===== src/rtl/pipe_hazard_if.sv =====
// Hazard-controller bundle: pipeline stage status in, freeze/flush controls and statistics out.
interface pipe_hazard_if #(
    parameter int unsigned CNT_W = 16
);
    logic             forward_en;
    logic [3:0]       id_src1;
    logic [3:0]       id_src2;
    logic             id_src1_v;
    logic             id_src2_v;
    logic [3:0]       exe_dest;
    logic             exe_wb_en;
    logic             exe_mem_r_en;
    logic [3:0]       mem_dest;
    logic             mem_wb_en;
    logic             branch_taken;
    logic             mem_access;
    logic             mem_ready;
    logic             err_clr;
    logic             freeze_if;
    logic             freeze_id;
    logic             freeze_exe;
    logic             flush_if;
    logic             bubble_id;
    logic             timeout_err;
    logic [CNT_W-1:0] stall_cnt;
    logic [CNT_W-1:0] flush_cnt;

    modport master (
        output forward_en, id_src1, id_src2, id_src1_v, id_src2_v,
               exe_dest, exe_wb_en, exe_mem_r_en, mem_dest, mem_wb_en,
               branch_taken, mem_access, mem_ready, err_clr,
        input  freeze_if, freeze_id, freeze_exe, flush_if, bubble_id,
               timeout_err, stall_cnt, flush_cnt
    );

    modport slave (
        input  forward_en, id_src1, id_src2, id_src1_v, id_src2_v,
               exe_dest, exe_wb_en, exe_mem_r_en, mem_dest, mem_wb_en,
               branch_taken, mem_access, mem_ready, err_clr,
        output freeze_if, freeze_id, freeze_exe, flush_if, bubble_id,
               timeout_err, stall_cnt, flush_cnt
    );
endinterface


===== src/rtl/pipe_hazard_ctrl.sv =====
// Pipeline hazard controller: data-hazard stalls, branch flushes, memory-wait freezes
// with a timeout fault, and saturating stall/flush statistics.
module pipe_hazard_ctrl #(
    parameter int unsigned TIMEOUT = 255,
    parameter int unsigned CNT_W   = 16
) (
    input  logic         clk,
    input  logic         rst,
    pipe_hazard_if.slave hz
);
    localparam int unsigned TO_W   = $clog2(TIMEOUT + 1);
    localparam int unsigned WCNT_W = (TO_W > 8) ? TO_W : 8;
    localparam logic [WCNT_W-1:0] WCNT_LAST = WCNT_W'(TIMEOUT - 1);

    typedef enum logic [1:0] {
        RUN      = 2'd0,
        MEM_WAIT = 2'd1,
        FAULT    = 2'd2
    } state_t;

    state_t            state_q, state_d;
    logic [WCNT_W-1:0] wcnt_q, wcnt_d;
    logic              err_q, err_d;
    logic [CNT_W-1:0]  stall_q, flush_q;

    logic mem_stall;
    logic hazard;
    logic s1_exe, s2_exe, s1_mem, s2_mem;
    logic fz_if, fz_id, fz_exe, fl_if, bub_id;

    assign mem_stall = hz.mem_access & ~hz.mem_ready;
    assign s1_exe    = (hz.id_src1 == hz.exe_dest);
    assign s2_exe    = (hz.id_src2 == hz.exe_dest);
    assign s1_mem    = (hz.id_src1 == hz.mem_dest);
    assign s2_mem    = (hz.id_src2 == hz.mem_dest);

    // With forwarding only a load in EXE can't be bypassed; without it any pending write stalls.
    always_comb begin
        hazard = 1'b0;
        if (hz.forward_en) begin
            hazard = hz.exe_wb_en & hz.exe_mem_r_en &
                     ((hz.id_src1_v & s1_exe) | (hz.id_src2_v & s2_exe));
        end else begin
            hazard = (hz.id_src1_v & ((s1_exe & hz.exe_wb_en) | (s1_mem & hz.mem_wb_en))) |
                     (hz.id_src2_v & ((s2_exe & hz.exe_wb_en) | (s2_mem & hz.mem_wb_en)));
        end
    end

    // Prioritised pipeline controls: memory wait/fault > branch flush > data hazard.
    always_comb begin
        fz_if  = 1'b0;
        fz_id  = 1'b0;
        fz_exe = 1'b0;
        fl_if  = 1'b0;
        bub_id = 1'b0;
        if (!rst) begin
            if (mem_stall || (state_q == FAULT)) begin
                fz_if  = 1'b1;
                fz_id  = 1'b1;
                fz_exe = 1'b1;
            end else if (hz.branch_taken) begin
                fl_if  = 1'b1;
                bub_id = 1'b1;
            end else if (hazard) begin
                fz_if  = 1'b1;
                bub_id = 1'b1;
            end
        end
    end

    // Next state: track consecutive memory-wait cycles and trap into FAULT on timeout.
    always_comb begin
        state_d = state_q;
        wcnt_d  = wcnt_q;
        err_d   = err_q;
        case (state_q)
            RUN: begin
                if (mem_stall) begin
                    state_d = MEM_WAIT;
                    wcnt_d  = WCNT_W'(1);
                end
            end
            MEM_WAIT: begin
                if (hz.mem_ready) begin
                    state_d = RUN;
                    wcnt_d  = '0;
                end else if (mem_stall && (wcnt_q == WCNT_LAST)) begin
                    state_d = FAULT;
                    err_d   = 1'b1;
                end else if (wcnt_q != WCNT_LAST) begin
                    wcnt_d = wcnt_q + WCNT_W'(1);
                end
            end
            FAULT: begin
                if (hz.err_clr) begin
                    state_d = RUN;
                    wcnt_d  = '0;
                    err_d   = 1'b0;
                end
            end
            default: begin
                state_d = RUN;
                wcnt_d  = '0;
            end
        endcase
    end

    // State register.
    always_ff @(posedge clk or posedge rst) begin
        if (rst) begin
            state_q <= RUN;
            wcnt_q  <= '0;
            err_q   <= 1'b0;
        end else begin
            state_q <= state_d;
            wcnt_q  <= wcnt_d;
            err_q   <= err_d;
        end
    end

    // Saturating statistics of stalled and flushed cycles.
    always_ff @(posedge clk or posedge rst) begin
        if (rst) begin
            stall_q <= '0;
            flush_q <= '0;
        end else begin
            if (fz_if && (stall_q != '1)) begin
                stall_q <= stall_q + CNT_W'(1);
            end
            if (fl_if && (flush_q != '1)) begin
                flush_q <= flush_q + CNT_W'(1);
            end
        end
    end

    assign hz.freeze_if   = fz_if;
    assign hz.freeze_id   = fz_id;
    assign hz.freeze_exe  = fz_exe;
    assign hz.flush_if    = fl_if;
    assign hz.bubble_id   = bub_id;
    assign hz.timeout_err = err_q;
    assign hz.stall_cnt   = stall_q;
    assign hz.flush_cnt   = flush_q;
endmodule

===== src/flat_wrapper.sv =====
// flat-port wrapper written by rule: the top's interface ports become plain ports
module pipe_hazard_ctrl_flat 
#(
    parameter int unsigned TIMEOUT = 255,
    parameter int unsigned CNT_W   = 16
)
  (clk, rst, hz_forward_en, hz_id_src1, hz_id_src2, hz_id_src1_v, hz_id_src2_v, hz_exe_dest, hz_exe_wb_en, hz_exe_mem_r_en, hz_mem_dest, hz_mem_wb_en, hz_branch_taken, hz_mem_access, hz_mem_ready, hz_err_clr, hz_freeze_if, hz_freeze_id, hz_freeze_exe, hz_flush_if, hz_bubble_id, hz_timeout_err, hz_stall_cnt, hz_flush_cnt);
  pipe_hazard_if #(.CNT_W(CNT_W)) hz_i ();
  input  logic clk;
  input  logic rst;
  input wire logic [$bits(hz_i.forward_en)-1:0] hz_forward_en;
  input wire logic [$bits(hz_i.id_src1)-1:0] hz_id_src1;
  input wire logic [$bits(hz_i.id_src2)-1:0] hz_id_src2;
  input wire logic [$bits(hz_i.id_src1_v)-1:0] hz_id_src1_v;
  input wire logic [$bits(hz_i.id_src2_v)-1:0] hz_id_src2_v;
  input wire logic [$bits(hz_i.exe_dest)-1:0] hz_exe_dest;
  input wire logic [$bits(hz_i.exe_wb_en)-1:0] hz_exe_wb_en;
  input wire logic [$bits(hz_i.exe_mem_r_en)-1:0] hz_exe_mem_r_en;
  input wire logic [$bits(hz_i.mem_dest)-1:0] hz_mem_dest;
  input wire logic [$bits(hz_i.mem_wb_en)-1:0] hz_mem_wb_en;
  input wire logic [$bits(hz_i.branch_taken)-1:0] hz_branch_taken;
  input wire logic [$bits(hz_i.mem_access)-1:0] hz_mem_access;
  input wire logic [$bits(hz_i.mem_ready)-1:0] hz_mem_ready;
  input wire logic [$bits(hz_i.err_clr)-1:0] hz_err_clr;
  output wire logic [$bits(hz_i.freeze_if)-1:0] hz_freeze_if;
  output wire logic [$bits(hz_i.freeze_id)-1:0] hz_freeze_id;
  output wire logic [$bits(hz_i.freeze_exe)-1:0] hz_freeze_exe;
  output wire logic [$bits(hz_i.flush_if)-1:0] hz_flush_if;
  output wire logic [$bits(hz_i.bubble_id)-1:0] hz_bubble_id;
  output wire logic [$bits(hz_i.timeout_err)-1:0] hz_timeout_err;
  output wire logic [$bits(hz_i.stall_cnt)-1:0] hz_stall_cnt;
  output wire logic [$bits(hz_i.flush_cnt)-1:0] hz_flush_cnt;
  assign hz_i.forward_en = hz_forward_en;
  assign hz_i.id_src1 = hz_id_src1;
  assign hz_i.id_src2 = hz_id_src2;
  assign hz_i.id_src1_v = hz_id_src1_v;
  assign hz_i.id_src2_v = hz_id_src2_v;
  assign hz_i.exe_dest = hz_exe_dest;
  assign hz_i.exe_wb_en = hz_exe_wb_en;
  assign hz_i.exe_mem_r_en = hz_exe_mem_r_en;
  assign hz_i.mem_dest = hz_mem_dest;
  assign hz_i.mem_wb_en = hz_mem_wb_en;
  assign hz_i.branch_taken = hz_branch_taken;
  assign hz_i.mem_access = hz_mem_access;
  assign hz_i.mem_ready = hz_mem_ready;
  assign hz_i.err_clr = hz_err_clr;
  assign hz_freeze_if = hz_i.freeze_if;
  assign hz_freeze_id = hz_i.freeze_id;
  assign hz_freeze_exe = hz_i.freeze_exe;
  assign hz_flush_if = hz_i.flush_if;
  assign hz_bubble_id = hz_i.bubble_id;
  assign hz_timeout_err = hz_i.timeout_err;
  assign hz_stall_cnt = hz_i.stall_cnt;
  assign hz_flush_cnt = hz_i.flush_cnt;
  pipe_hazard_ctrl #(.TIMEOUT(TIMEOUT), .CNT_W(CNT_W)) u_core (.clk(clk), .rst(rst), .hz(hz_i));
endmodule

===== config.mk =====
export PLATFORM = sky130hd
export DESIGN_NAME = pipe_hazard_ctrl_flat
export DESIGN_NICKNAME = d
export VERILOG_FILES = /design/src/rtl/pipe_hazard_if.sv /design/src/rtl/pipe_hazard_ctrl.sv /design/src/flat_wrapper.sv
export SDC_FILE = /design/constraint.sdc
export NUM_CORES = 1
export LEC_CHECK = 0
export ABC_AREA = 0
export BUFFER_PORTS_ARGS = -buffer_cell sky130_fd_sc_hd__buf_2
export CORE_UTILIZATION = 49
export CTS_BUF_LIST = sky130_fd_sc_hd__clkbuf_2
export DETAILED_ROUTE_END_ITERATION = 6
export HOLD_SLACK_MARGIN = 0.03
export PLACE_DENSITY = 0.79
export SLEW_MARGIN = 20
export SYNTH_ARGS = -nofsm -noshare
export SYNTH_HDL_FRONTEND = slang
export SYNTH_SLANG_ARGS = --single-unit

===== constraint.sdc =====
create_clock -name clk -period 2.2 [get_ports clk]
set_clock_uncertainty 0.15 [all_clocks]
set_input_delay 0.11 -clock clk [delete_from_list [all_inputs] [get_ports clk]]
set_output_delay 0.11 -clock clk [all_outputs]
set_load 0.01 [all_outputs]

==> results_dict.tcl <==
set metrics [dict create \
    drt-total-wl_um 5190 \
    synth_adder_area_share_pct 2.12 \
    crit_fanout 6 \
    slowest_stage "or4_4" \
    syn-num-nets 273 \
    htreeDepth 2 \
    r2r_start "u_core.hz.flush_cnt[5]" \
    drt_first_pass_iters 6 \
    path_cells "and4_4 -> nand2_4 -> or4_4 -> o31a_4 -> nand4_4 -> nor2_2 -> xor2_1" \
    multi_input_area_sq_um 1270 \
    io-pin-count 66 \
    synth_top_family_by_area "simple AND/OR/NAND/NOR gates" \
    synth.area.top_cells "dfrtp_1, xor2_1, xnor2_1" \
    core_area_sq_um 4470 \
    rr_worst_depth 7 \
    nFillCells 341 \
    wl_per_cell_um 13.1 \
    clock_path_buffers 2 \
    syn_area_per_cell_sq_um 9.78 \
    grt_max_degree 30 \
    p_leak_uw 0.00152 \
    slew_headroom_pct 69.3 \
    via_per_inst 5.35 \
    violations "design-rule violations" \
    gp_congestion 0.883 \
    vias 2115 \
    cts_tree "yes" \
    synth_xor_area_share_pct 17.1 \
    hold_end "u_core.hz.stall_cnt[11]" \
    dp_hpwl_um 3850 \
    grt_overflow 0 \
    stdcell_count 395 \
    worstSetupPathType "reg -> reg" \
    antenna_cells 0 \
    place_inst 372 \
    synth_edf_count 0 \
    synth_common_cells "dfrtp_1, xor2_1, nor2_1" \
    yosys_warnings 0 \
    async_reset_ff_share_pct 100 \
    required_ps 2370 \
    drtIter0Drc 89 \
    io_buffer_count 65 \
    drv_cap 0 \
    synth_cells 241 \
    setup_viol 0 \
    yosys.area_share.simple_pct 24.0 \
    finalCriticalPeriod_ps 2140 \
    min_period_over_period_pct 97.3 \
    drive_gt1_share_pct 36.2 \
    ys_seq_area_share_pct 45.7 \
    initial_core_util_pct 52.7 \
    hp-class "in -> reg" \
    ys_ff_latch 43 \
    place_worst_setup_slack_ps -67.9 \
    fmaxAchievable_mhz 467 \
    rsz0062_at_grt "true" \
    final_nets 374 \
    status "complete, but fails checks" \
    track_usage_pct 21.8 \
    die_height_um 71.3 \
    worst-r2r-setup-slack_ps 60 \
    drv_slew 0 \
    muxShareOfSynthArea_pct 2.87 \
    clock_sinks 43 \
    cts.clk_slew.worst_paths_ps 210 \
    die_area_sq_um 5090 \
    reg2reg_to "u_core.hz.flush_cnt[9]" \
    fin_ws_ps 60.2 \
    whs_path_depth 5 \
    startpoint_type "flip-flop" \
    synth_compound_area_share_pct 5.74 \
    yosysTopAreaCell "dfrtp_1" \
    min_from "hz_id_src1_v" \
    cp_slowest_stage_delay_ps 500 \
    clock-root-buffer "clkbuf_2" \
    worst_ep_arrival_time_ps 2310 \
    antenna_found_initial 0 \
    hold-worst-slack_ps 142 \
    synth_top_area_share_pct 45.7 \
    placementRows 24 \
    cts_buffers 5 \
    grt_pass1_wl_um 8570 \
    grt_pass1_vias 1999 \
    crit_path_end_kind "flip-flop" \
    worst_pin_slew_ps 449 \
    hold_viol 0 \
    synth_flop_cell "dfrtp_1" \
    peakVddDrop_mv 0.526 \
    postRouteAntennaNets 0 \
    syn_area_sq_um 2360 \
    syn2layout_area_growth_pct 31.1 \
    synth.most_common_cell "dfrtp_1" \
    power_density_nw_per_um2 654 \
    drc 3 \
    ys_types 35 \
    seq_area_sq_um 1080 \
    clkLatencyLatePin_ps 410 \
    die_w_um 71.3 \
]
where the power goes:
group          switching, uW  internal (uW)  total, uW
registers                153            920       1070
clock network            259           81.0        340
logic                    308            298        606
registers in the layout, summed over array words and instances, names as in the netlist:
name and count:
u_core.wcnt_q 8, u_core.state_q 2, u_core.hz.flush_cnt 16, u_core.hz.stall_cnt 16, u_core.hz.timeout_err 1
through the flow:
step           instance area, sq um  setup TNS [ps]  utilization (%)  power [uW]
5_1_grt                        3090           -23.5             69.0        2150
2_1_floorplan                  2360               0                -        1410
3_3_place_gp                   2870               0             64.1        1660
3_5_place_dp                   2870           -67.9             64.1        1680
4_1_cts                        2970               0             66.4        2020
6_report                       3090               0             69.0        2020
cell usage in the layout (no fill, tap or decap), types with 7 or more instances in the layout:
master	Yosys	routed
buf_2	2	65
buf_4	1	27
dfrtp_1	43	41
inv_1	10	9
nand2_1	20	19
nand3_1	15	15
nand4_1	8	8
nor2_1	23	19
nor3_1	11	7
o21ai_0	13	13
xnor2_1	19	19
xor2_1	27	27
repair_timing:
| action | in CTS | in global routing |
|---|---|---|
| endpoints found under the setup margin | 2 | 11 |
| setup buffers | 0 | 9 |
| pin swaps | 1 | 1 |
| hold buffers | 6 | 0 |
| gates resized for setup | 0 | 13 |
| hold endpoints to repair | 54 | 0 |
logic make-up after synthesis:
| family | Yosys count |
|---|---|
| AOI/OAI and AO/OA | 22 |
| xor gates and xnor gates | 46 |
| adders and majority gates | 4 |
| buffers and inverters | 14 |
| DFF | 43 |
| muxes | 6 |
| and+or+nand+nor | 106 |
layout make-up:
class	count	share of cell area [%]
well taps	52	2.11
flip-flops and latches	43	34.9
clock inverters	2	0.405
repair buffers	98	19.0
clock buffers	6	0.972
multi-input cells	184	41.2
inverters	10	1.34
worst max path at each step:
stage / from / endpoint / slack [ps] / depth (start not counted)
floorplan: u_core.hz.flush_cnt[7] / u_core.hz.flush_cnt[7] / 10 / 7
detailed placement: hz_exe_dest[1] / u_core.hz.stall_cnt[12] / -70 / 8
global route: u_core.hz.flush_cnt[5] / u_core.hz.flush_cnt[11] / -10 / 8
CTS: u_core.state_q[0] / u_core.hz.flush_cnt[14] / 2 / 8
global placement: hz_exe_dest[1] / u_core.hz.stall_cnt[12] / 10 / 8
finish: u_core.hz.flush_cnt[5] / u_core.hz.flush_cnt[9] / 60 / 7
metal layers:
layer,vias to the layer above,global-route usage (%),wire length [um]
met5,-,0,0
met4,0,10.7,93
met3,9,3.66,240
met2,71,37.7,2610
met1,1000,26.4,2240
li1,1035,-,-
worst max-delay path: cells and delay by family, from the launching register on:
family	cells	cell delay [ps]
AO/OA/AOI/OAI	1	330
XOR/XNOR	1	140
flip-flops	1	410
AND/OR/NAND/NOR	5	1020
Power figures use the tool's default switching activity.
